`src/rtl/pipe_stage_skid.sv`:
```
// Inter-stage pipeline register with a head entry plus a skid entry so that
// in_ready comes straight from a flop while still sustaining one transfer per cycle.
module pipe_stage_skid #(
  parameter int unsigned       DATA_W    = 200,
  parameter int unsigned       SIG_W     = 16,
  parameter logic [DATA_W-1:0] KEEP_MASK = {DATA_W{1'b0}},
  parameter int unsigned       CNT_W     = 16
) (
  input  logic              clk,
  input  logic              rst,
  input  logic              CLR,
  input  logic              EN,
  input  logic              bb,
  input  logic              in_valid,
  output logic              in_ready,
  input  logic [DATA_W-1:0] in_data,
  input  logic [SIG_W-1:0]  in_sig,
  output logic              out_valid,
  input  logic              out_ready,
  output logic [DATA_W-1:0] out_data,
  output logic [SIG_W-1:0]  out_sig,
  output logic [1:0]        occupancy,
  output logic [CNT_W-1:0]  bubble_cnt
);

  function automatic logic [CNT_W-1:0] sat_inc(input logic [CNT_W-1:0] c);
    if (&c) begin
      sat_inc = c;
    end else begin
      sat_inc = c + CNT_W'(1);
    end
  endfunction

  function automatic logic [1:0] occ_of(input logic h, input logic s);
    occ_of = {1'b0, h} + {1'b0, s};
  endfunction

  logic              head_valid_q, head_valid_d;
  logic              skid_valid_q, skid_valid_d;
  logic [DATA_W-1:0] head_data_q,  head_data_d;
  logic [DATA_W-1:0] skid_data_q,  skid_data_d;
  logic [SIG_W-1:0]  head_sig_q,   head_sig_d;
  logic [SIG_W-1:0]  skid_sig_q,   skid_sig_d;
  logic [CNT_W-1:0]  cnt_q,        cnt_d;
  logic              in_ready_q,   in_ready_d;
  logic [1:0]        occ_q,        occ_d;
  logic              in_fire_s;
  logic              out_fire_s;

  assign in_fire_s  = in_valid & in_ready_q & EN & ~CLR;
  assign out_fire_s = head_valid_q & out_ready & EN & ~CLR & ~bb;

  // Next-state: flush > stall > squash > handshake.
  always_comb begin
    head_valid_d = head_valid_q;
    skid_valid_d = skid_valid_q;
    head_data_d  = head_data_q;
    skid_data_d  = skid_data_q;
    head_sig_d   = head_sig_q;
    skid_sig_d   = skid_sig_q;
    cnt_d        = cnt_q;
    if (CLR) begin
      head_valid_d = 1'b0;
      skid_valid_d = 1'b0;
      head_data_d  = {DATA_W{1'b0}};
      skid_data_d  = {DATA_W{1'b0}};
      head_sig_d   = {SIG_W{1'b0}};
      skid_sig_d   = {SIG_W{1'b0}};
    end else if (!EN) begin
      head_valid_d = head_valid_q;
    end else if (bb) begin
      if (skid_valid_q) begin
        head_valid_d = 1'b1;
        head_data_d  = skid_data_q;
        head_sig_d   = skid_sig_q;
        skid_valid_d = 1'b0;
        skid_data_d  = {DATA_W{1'b0}};
        skid_sig_d   = {SIG_W{1'b0}};
      end else if (in_fire_s) begin
        head_valid_d = 1'b1;
        head_data_d  = in_data;
        head_sig_d   = in_sig;
      end else begin
        // Squashed head keeps only the masked payload residue.
        head_valid_d = 1'b0;
        head_sig_d   = {SIG_W{1'b0}};
        head_data_d  = head_data_q & KEEP_MASK;
      end
      if (head_valid_q) begin
        cnt_d = sat_inc(cnt_q);
      end else begin
        cnt_d = cnt_q;
      end
    end else begin
      case ({head_valid_q, skid_valid_q})
        2'b00: begin
          if (in_fire_s) begin
            head_valid_d = 1'b1;
            head_data_d  = in_data;
            head_sig_d   = in_sig;
          end else begin
            head_valid_d = 1'b0;
          end
        end
        2'b10: begin
          if (in_fire_s && out_fire_s) begin
            head_data_d = in_data;
            head_sig_d  = in_sig;
          end else if (in_fire_s) begin
            skid_valid_d = 1'b1;
            skid_data_d  = in_data;
            skid_sig_d   = in_sig;
          end else if (out_fire_s) begin
            head_valid_d = 1'b0;
            head_sig_d   = {SIG_W{1'b0}};
            head_data_d  = head_data_q & KEEP_MASK;
          end else begin
            head_valid_d = 1'b1;
          end
        end
        2'b11: begin
          if (out_fire_s) begin
            head_data_d  = skid_data_q;
            head_sig_d   = skid_sig_q;
            skid_valid_d = 1'b0;
            skid_data_d  = {DATA_W{1'b0}};
            skid_sig_d   = {SIG_W{1'b0}};
          end else begin
            skid_valid_d = 1'b1;
          end
        end
        default: begin
          // Skid without head cannot arise; promote it so the stage self-heals.
          head_valid_d = skid_valid_q;
          head_data_d  = skid_data_q;
          head_sig_d   = skid_sig_q;
          skid_valid_d = 1'b0;
          skid_data_d  = {DATA_W{1'b0}};
          skid_sig_d   = {SIG_W{1'b0}};
        end
      endcase
    end
    in_ready_d = ~skid_valid_d;
    occ_d      = occ_of(head_valid_d, skid_valid_d);
  end

  // State and registered status outputs.
  always_ff @(posedge clk or posedge rst) begin
    if (rst) begin
      head_valid_q <= 1'b0;
      skid_valid_q <= 1'b0;
      head_data_q  <= {DATA_W{1'b0}};
      skid_data_q  <= {DATA_W{1'b0}};
      head_sig_q   <= {SIG_W{1'b0}};
      skid_sig_q   <= {SIG_W{1'b0}};
      cnt_q        <= {CNT_W{1'b0}};
      in_ready_q   <= 1'b1;
      occ_q        <= 2'd0;
    end else begin
      head_valid_q <= head_valid_d;
      skid_valid_q <= skid_valid_d;
      head_data_q  <= head_data_d;
      skid_data_q  <= skid_data_d;
      head_sig_q   <= head_sig_d;
      skid_sig_q   <= skid_sig_d;
      cnt_q        <= cnt_d;
      in_ready_q   <= in_ready_d;
      occ_q        <= occ_d;
    end
  end

  assign in_ready   = in_ready_q;
  assign out_valid  = head_valid_q;
  assign out_data   = head_data_q;
  assign out_sig    = head_sig_q;
  assign occupancy  = occ_q;
  assign bubble_cnt = cnt_q;

endmodule

```
`config.mk`:
```
export PLATFORM = sky130hd
export DESIGN_NAME = pipe_stage_skid
export DESIGN_NICKNAME = d
export VERILOG_FILES = /design/src/rtl/pipe_stage_skid.sv
export SDC_FILE = /design/constraint.sdc
export NUM_CORES = 1
export LEC_CHECK = 0
export ABC_AREA = 0
export BUFFER_PORTS_ARGS = -buffer_cell sky130_fd_sc_hd__buf_2
export CORE_MARGIN = 2
export CORE_UTILIZATION = 49
export DETAILED_ROUTE_END_ITERATION = 16
export GPL_TIMING_DRIVEN = 0
export PLACE_DENSITY = 0.81
export SKIP_LAST_GASP = 1
export SLEW_MARGIN = 10
export SYNTH_ARGS = -nofsm -noshare
export SYNTH_HDL_FRONTEND = slang
export SYNTH_SLANG_ARGS = --single-unit
export TNS_END_PERCENT = 20
```
`constraint.sdc`:
```
create_clock -name clk -period 12.1 [get_ports clk]
set_input_delay 0 -clock clk [delete_from_list [all_inputs] [get_ports clk]]
set_output_delay 0 -clock clk [all_outputs]
set_load 0.05 [all_outputs]
```
* Word level (Yosys, flattened, before mapping)
Cells that the tools add are included.
** Word-level totals
- Input port bits :: 223
- Register bits after elaboration :: 453
- Logic and storage cells :: 88
- Output and inout port bits :: 236
** Cells by class
- $add $sub $neg :: 2
- Mux-type cells :: 49
- Reductions and logical operators :: 7
- Eq/ne operators :: 10
- Bitwise logic cells :: 11
** Operator list (number)
- two-way mux 200 bit :: 15
- one-hot mux 200 bit (3 select lines) :: 2
- two-way mux 16 bit :: 15
- one-hot mux 16 bit (3 select lines) :: 2
- adder 16 x 1 -> 16 bit (second input constant) :: 1
- != test 4 bit (second input constant) :: 4
- AND reduction 16 bit :: 1
- two-way mux 1 bit :: 13
- != test 5 bit (second input constant) :: 2
- AND reduction 5 bit :: 2
- bitwise AND 1 bit :: 7
- one-hot mux 1 bit (3 select lines) :: 2
- AND reduction 6 bit :: 1
- == test 2 bit (second input constant) :: 2
- NOT 1 bit :: 4
- != test 3 x 2 -> 1 bit (second input constant) :: 1
- != test 3 bit (second input constant) :: 1
- adder 1 x 1 -> 2 bit :: 1
- logical NOT 2 bit :: 1
- nonzero test 2 bit :: 1
- logical AND 1 bit :: 1

* Longest topological paths before layout
Gate-level depths: netlist of the first run.
- Depth in word-level cells :: 12
- Gate-level depth with buffers :: 8

* Worst setup path after synthesis of the first run
No wires, ideal clock.
- Path type :: register to register
- Start :: register cnt_q[0] (netlist: bubble_cnt[0])
- End :: register cnt_q[1] (netlist: bubble_cnt[1])
- Path buffers :: 0
- Arrival time :: 2345 ps
- Period minus slack after synthesis :: 2470 ps
- Data required time :: 11975 ps
- Slack :: 9630 ps
- Library setup time :: 125 ps
- Stages on the path, launching flop included :: 6
- Cells stage by stage :: dfrtp_1 ha_1 nand4_2 nor4_1 nor2_1 mux2_2
** Between the ends
- Word-level cells in the longest chain between the ends :: 3
- Elaborated cells between the ends (all ways) :: 4
- Those cells by class :: add/sub (1); bitwise (1); reduce/logical (2)
** RTL lines
- start, declared :: RTL line 44 : logic [CNT_W-1:0] cnt_q, cnt_d;
- start signal, assigned :: RTL line 156 : cnt_q <= {CNT_W{1'b0}};
- start signal, assigned :: RTL line 166 : cnt_q <= cnt_d;
- branches (longest 3 deep; another with adder 16 x 1 -> 16 bit)
Several ways; the timed one is not identified.
A chain may end at the register's enable or synchronous reset.

* Final worst setup path of the first run
- Start :: register skid_valid_q
- End :: register head_data_q[84] (netlist: out_data[84])
** Between the ends
- Word-level cells in the longest chain between the ends :: 5
- Elaborated cells between the ends (all ways) :: 13
- Those cells by class :: eq/ne (6); mux (5); reduce/logical (2)
** RTL lines
- start, declared :: RTL line 39 : logic skid_valid_q, skid_valid_d;
- start signal, assigned :: RTL line 161 : skid_valid_q <= skid_valid_d;
- == test 2 bit / logical NOT 2 bit (equally long branches) :: RTL line 95 : case ({head_valid_q, skid_valid_q})
- one-hot mux 200 bit (3 select lines) :: RTL line 95
- two-way mux 200 bit :: RTL line 71 : end else if (bb) begin
- two-way mux 200 bit :: RTL line 69 : end else if (!EN) begin
- two-way mux 200 bit :: RTL line 62 : if (CLR) begin
- end signal, assigned :: RTL line 152 : head_data_q <= {DATA_W{1'b0}};
- end signal, assigned :: RTL line 162 : head_data_q <= head_data_d;
- end, declared :: RTL line 40 : logic [DATA_W-1:0] head_data_q, head_data_d;
Parallel ways exist; a longest one is shown, timed or not. The select of a mux whose other input is x is not followed.

==> results of run 1 <==
-- kinds of logic (layout without fill, tap and decap cells) --
group           Yosys count  count (layout)  synth area share (%)
flops                   453             453                 57.45
mux                     435             435                 23.45
simple gates            260             260                 5.434
compound gates          231             231                 10.23
buf+inv                 127             907                 2.796
xor+xnor                 13              13                0.5770
fa+ha+maj                 1               1               0.06339
other cells               0               3                     0
-- critical path, cell delays in order, from the launching register on --
cell and delay (ns):
dfrtp_1 0.37, clkbuf_1 0.15, o21ba_2 0.25, o22a_1 0.12
buf_2 0.31, clkbuf_1 0.88, clkbuf_1 0.49, nor2_1 0.18
mux2_2 0.29
-- per-stage QoR --
stage	util [%]	total power, mW	worst slack (ns)	hold WS, ns	instances
floorplan	-	2.135	5.974	0.1397	1520
global placement	57.07	2.324	3.649	0.2380	2501
detailed placement	57.77	2.350	9.060	0.1907	2514
CTS	67.46	3.918	9.011	0.006680	2825
global route	67.49	4.038	8.850	0.09066	2828
finish	67.49	3.909	8.934	0.07197	2828
-- synth_stat cells (2+ instances only) --
cell type	count
xor2_1	9
inv_1	5
a21oi_1	3
nor2_1	219
mux2_2	219
dfrtp_1	452
buf_1	5
nand2_1	6
xnor2_1	4
nand4b_1	3
a22o_1	217
nand3_1	6
clkbuf_1	59
nor4_1	5
nand2b_1	2
o21ai_0	2
mux2i_1	216
buf_2	57
nand4_1	3
nor3_1	6
nor3b_1	2
-- sequential cells by signal (all words and copies together) (netlist names) --
signal	cells
in_ready	1
out_data	200
out_valid	1
bubble_cnt	16
occupancy	2
skid_data_q	200
out_sig	16
skid_sig_q	16
skid_valid_q	1
-- power by group through the flow --
stage	clock network (mW)	registers, mW	logic [mW]
after floorplan	0	1.90	0.230
after global placement	0	1.65	0.672
after detailed placement	0	1.65	0.697
after CTS	1.53	1.63	0.760
after global routing	1.59	1.64	0.809
final	1.51	1.63	0.770
-- layout make-up --
type	count	area, sq um	share of cell area [%]
plain buffers	122	533.0	1.988
multi-input cells	940	7851	29.28
flip-flops and latches	453	11340	42.28
inverters	5	22.52	0.08398
clock buffers	73	1426	5.319
repair buffers	693	4800	17.90
diodes	3	7.507	0.02799
well taps	525	656.9	2.449
clock inverters	14	182.7	0.6812
-- routing by layer --
| metal | up-vias | part of all wire (%) |
|---|---|---|
| li1 | 6964 | - |
| met1 | 8107 | 39 |
| met2 | 693 | 50 |
| met3 | 211 | 6.7 |
| met4 | 4 | 5.2 |
| met5 | - | 0.044 |
-- path summary, 6_finish.rpt --
path,start,endpoint,slack [ns],cells past startpoint
min in group asynchronous,rst,bubble_cnt[15]$_DFFE_PP0P_,0.15,3
setup reg to reg,skid_valid_q$_DFF_PP0_,out_data[84]$_DFFE_PP0P_,8.93,8
setup / recovery,skid_valid_q$_DFF_PP0_,out_data[84]$_DFFE_PP0P_,8.93,8
hold / removal,EN,occupancy[0]$_DFF_PP0_,0.07,3
max in group asynchronous,rst,out_data[130]$_DFFE_PP0P_,10.52,7
hold reg to reg,skid_data_q[29]$_DFFE_PP0P_,skid_data_q[29]$_DFFE_PP0P_,0.49,1
==> metrics, run 1 <==
first-pass GRT wire length=about 96 mm; Vias/cell=5.650; Layout Skew=0.01093 ns; status=finished clean; Worst setup SP type=register; GRT busiest layer=met2; synthesized flop and latch total=around 450; vias=approximately 16000; clock sinks=between 400 and 500; sw frac=about 30%; Syn Inst Count=1520; placer congestion estimate=about 0.9; Detailed Place HPWL=around 39 mm; most frequent cells in the layout=buf_2, dfrtp_1, dlygate4sd3_1; leading cell type in the layout, fill and taps excluded=buf_2; First-pass DRT Iterations=7; Post-CTS Hold Buffers=~220; ANT nets after route=0; Yosys cell types=a little over 40; input/output buffers=approximately 460; Crit. End Element=register; post-route cell area=between 0.02 and 0.03 sq mm; routed wire length=between 60 and 70 mm; Clock Latency Late Sink=about 0.57 ns; synthesis-to-layout area growth=35.89%; min Tclk post-route=~3.2 ns; Final Hold Vio Count=0; share of post-route cells with drive strength above 1=between 30 and 40%; initial antenna violation count=5; setup TNS=0 ns; cell taking the most area after synthesis=dfrtp_1; chip width=204.7 um; vias in the first global route=17490; site row count=73; leakage power total=13.33 nW; final routed DRC violation total=0; Max VDD drop=roughly 130 uV; Synth top area share=a little under three fifths; final layout net count=about 2500; largest net degree at the start of global routing=42; P per Cell Area=approximately 150 mW/mm^2; grt met3 use=about 6.7%; kind of critical path=reg2reg; GRT Residual Overflow=0; Die Area=around 0.042 sq mm; Critical Path Fanout Max=10; MaxCap Viol Count=0; Syn Area/Cell=12.98 sq um; clock slew at reported path FFs=around 0.070 ns; Cell Int Power=~2.7 mW; fin crit share=around a quarter; clock power share=38.6%; register area share after synthesis=between 50% and 60%; FILL cells=2629; Mapped Nets=1744; worst path required time=between 10 and 15 ns; sequential power share=roughly two fifths; DRT iter0 DRCs=around 980; CP arrival=between 3 and 4 ns; combinational share of power=19.7%; asr flop ratio synth=100.0%; Post-synth EDFFs=0; Starting Density=between 40 and 50%; routed len/inst=21.80 um; Synthesis Warnings=0; global-route total usage across every layer=about 30%; Pins Over Slew Limit=0; count of final setup violators=0; Worst Tran Pin Value=between 1 and 1.5 ns; CTS tree=yes; io pins=roughly 460; class of the tightest hold or removal check=in2reg; postcts setup bufs=0; clk buf depth=3; CTS buffer count=47; Max Clock Freq=315.8 MHz; Slew headroom=24.24%; grt met1 use=34.75%; root buffer cell=clkbuf_16; Post-Syn Area=around 0.020 sq mm; largest cells by area after synthesis=dfrtp_1, mux2_2, mux2i_1; H-tree lvl count=2; NetSw=~1.2 mW; CTS resizes=0; M2 GR Usage=around 49%; Cell Area, Placed=~0.023 sq mm; RSZ-0062 raised after global routing=no; ys flop type=dfrtp_1; Core ar.=0.03973 sq mm; Die Height=~200 um
(Power assumes the default switching activity.)
==> run 2, diff against run 1 <==
--- a/config.mk
+++ b/config.mk
@@ -8,10 +8,10 @@
 export ABC_AREA = 0
 export BUFFER_PORTS_ARGS = -buffer_cell sky130_fd_sc_hd__buf_2
 export CORE_MARGIN = 2
-export CORE_UTILIZATION = 49
+export CORE_UTILIZATION = 54
 export DETAILED_ROUTE_END_ITERATION = 16
 export GPL_TIMING_DRIVEN = 0
-export PLACE_DENSITY = 0.81
+export PLACE_DENSITY = 0.84
 export SKIP_LAST_GASP = 1
 export SLEW_MARGIN = 10
 export SYNTH_ARGS = -nofsm -noshare
==> constraint.sdc (replaced) <==
create_clock -name clk -period 3.3 [get_ports clk]
set_input_delay 0 -clock clk [delete_from_list [all_inputs] [get_ports clk]]
set_output_delay 0 -clock clk [all_outputs]
set_load 0.05 [all_outputs]
==> run 2 against run 1 <==
- first-iteration DRC count grew 18%
- core utilization increased by 5.9 points
- die area fell by 9.1%
- clock skew increased by 0.0093 ns
- highest routed layer is now met4
==> metrics, run 2 (same netlist as run 1, synthesis figures left out) <==
sw frac=between 30 and 40%; io pins=459; sequential power share=between 40% and 50%; initial antenna violation count=6; Pins Over Slew Limit=0; final routed DRC violation total=0; kind of critical path=reg2reg; Final Hold Vio Count=0; most frequent cells in the layout=buf_2, dfrtp_1, dlygate4sd3_1; Starting Density=approximately 54%; pre-CTS setup slack=approximately 0.32 ns; chip width=just under 200 um; clock sinks=~450; setup TNS=0 ns; CTS tree=yes; Worst path most repeated cell=clkbuf_1; Max VDD drop=481.2 uV; routed len/inst=between 20 and 25 um; Final Hold Slack=around 0.1 ns; synthesis-to-layout area growth=34.83%; vias in the first global route=approximately 18000; final setup margin=0.2348 ns; Slew headroom=between 10% and 20%; clock power share=a little under two fifths; share of post-route cells with drive strength above 1=between 30% and 40%; vias=around 16000; Crit. End Element=register; Clock Latency Late Sink=around 0.58 ns; clk buf depth=3; Final Total Pwr=between 10 and 15 mW; largest net degree at the start of global routing=about 40; CTS buffer count=47; root buffer cell=clkbuf_16; GRT Residual Overflow=0; clock slew at reported path FFs=around 0.060 ns; worst path required time=approximately 3.8 ns; fin crit share=a little over 90%; H-tree lvl count=2; class of the tightest hold or removal check=in2async; Core ar.=about 0.036 sq mm; Max Clock Freq=about 330 MHz; NetSw=4.301 mW; placer congestion estimate=0.8635; status=finished clean; final core occ=around three quarters; leakage power total=between 10 and 15 nW; first-pass GRT wire length=~100 mm; RSZ-0062 raised after global routing=no; P per Cell Area=between 500 and 600 mW/mm^2; Crit-path slowest cell=clkbuf_1; final layout net count=approximately 2500; Detailed Place HPWL=38.38 mm; Vias/cell=roughly 6; Critical Path Fanout Max=10; Cell Int Power=about 10 mW; worst stage delay on the critical path=between 0.8 and 0.9 ns; Die Height=between 150 and 200 um; Cell Area, Placed=roughly 0.023 sq mm; count of final setup violators=0; Worst Tran Pin Value=between 1 and 1.5 ns; MaxCap Viol Count=0; Worst setup SP type=register; combinational share of power=20.3%; DRT iter0 DRCs=around 1100; global-route total usage across every layer=around a third; worst-path cell chain=clkbuf_1 -> o21ba_2 -> o22a_1 -> buf_2 -> clkbuf_1 -> clkbuf_1 -> nor2_1 -> mux2_2; Layout Skew=approximately 0.020 ns; CP arrival=roughly 3.5 ns; routed wire length=about 64 mm; post-route cell area=between 0.02 and 0.03 sq mm; Cells after DPL=2456; min Tclk post-route=between 3 and 4 ns; ANT nets after route=0; First-pass DRT Iterations=5; site row count=70; Die Area=0.03809 sq mm; fin cells=about 2800; input/output buffers=~460; leading cell type in the layout, fill and taps excluded=buf_2; postcts setup bufs=0
-- run 2: changes by cell type in the layout (fill, tap and decap cells not counted), moves of 2 or more --
cell and change:
clkinvlp_4 -2, clkbuf_8 +2, diode_2 +3, bufinv_16 -4, clkbuf_1 +3, buf_16 -2
-- run 2: final timing paths --
path	startpoint	depth (start not counted)	end	slack (ns)
hold / removal	rst	3	skid_data_q[31]$_DFFE_PP0P_	0.10
setup / recovery	skid_valid_q$_DFF_PP0_	8	out_data[87]$_DFFE_PP0P_	0.23
min in group clk	in_valid	4	occupancy[0]$_DFF_PP0_	0.14
hold reg to reg	skid_data_q[19]$_DFFE_PP0P_	1	skid_data_q[19]$_DFFE_PP0P_	0.50
setup reg to reg	skid_valid_q$_DFF_PP0_	8	out_data[87]$_DFFE_PP0P_	0.23
max in group asynchronous	rst	6	out_data[150]$_DFFE_PP0P_	2.05
-- run 2: metal layers --
metal | GRT usage (%) | share of wire [%] | vias to the layer above
met4 | 19.28 | 5.8 | 0
met3 | 7.392 | 7.6 | 253
li1 | - | - | 6968
met5 | 0 | 0 | -
met1 | 39.43 | 37 | 8225
met2 | 55.67 | 49 | 925
-- run 2: power by group through the flow --
stage / Sequential [mW] / Combinational, mW / Clock, mW
2_1_floorplan: 6.98 / 0.843 / 0
3_3_place_gp: 6.06 / 2.47 / 0
3_5_place_dp: 6.06 / 2.56 / 0
4_1_cts: 5.97 / 2.79 / 5.22
5_1_grt: 6.01 / 2.98 / 5.47
6_report: 5.99 / 2.85 / 5.19
-- run 2: critical path: cells and delay by family, from the launching register on --
kind	cells	cell delay [ns]
AO/OA/AOI/OAI	2	0.37
flip-flops	1	0.36
multiplexers	1	0.29
AND/OR/NAND/NOR	1	0.14
buffers and inverters	4	1.78
-- run 2: final cells by class --
| type | count | area [sq um] |
|---|---|---|
| multi-input cells | 940 | 7845 |
| flip-flops and latches | 453 | 11340 |
| plain buffers | 122 | 533.0 |
| clock buffers | 77 | 1440 |
| diodes | 6 | 15.01 |
| inverters | 5 | 22.52 |
| repair buffers | 693 | 4775 |
| clock inverters | 8 | 55.05 |
| fillers | 2110 | 9652 |
| well taps | 468 | 585.6 |
-- run 2: timing repair --
item                                    in CTS  in global routing
hold endpoints to repair                   568                  0
gates resized for setup                      0                  0
hold buffers                               225                  0
endpoints found under the setup margin       0                  0
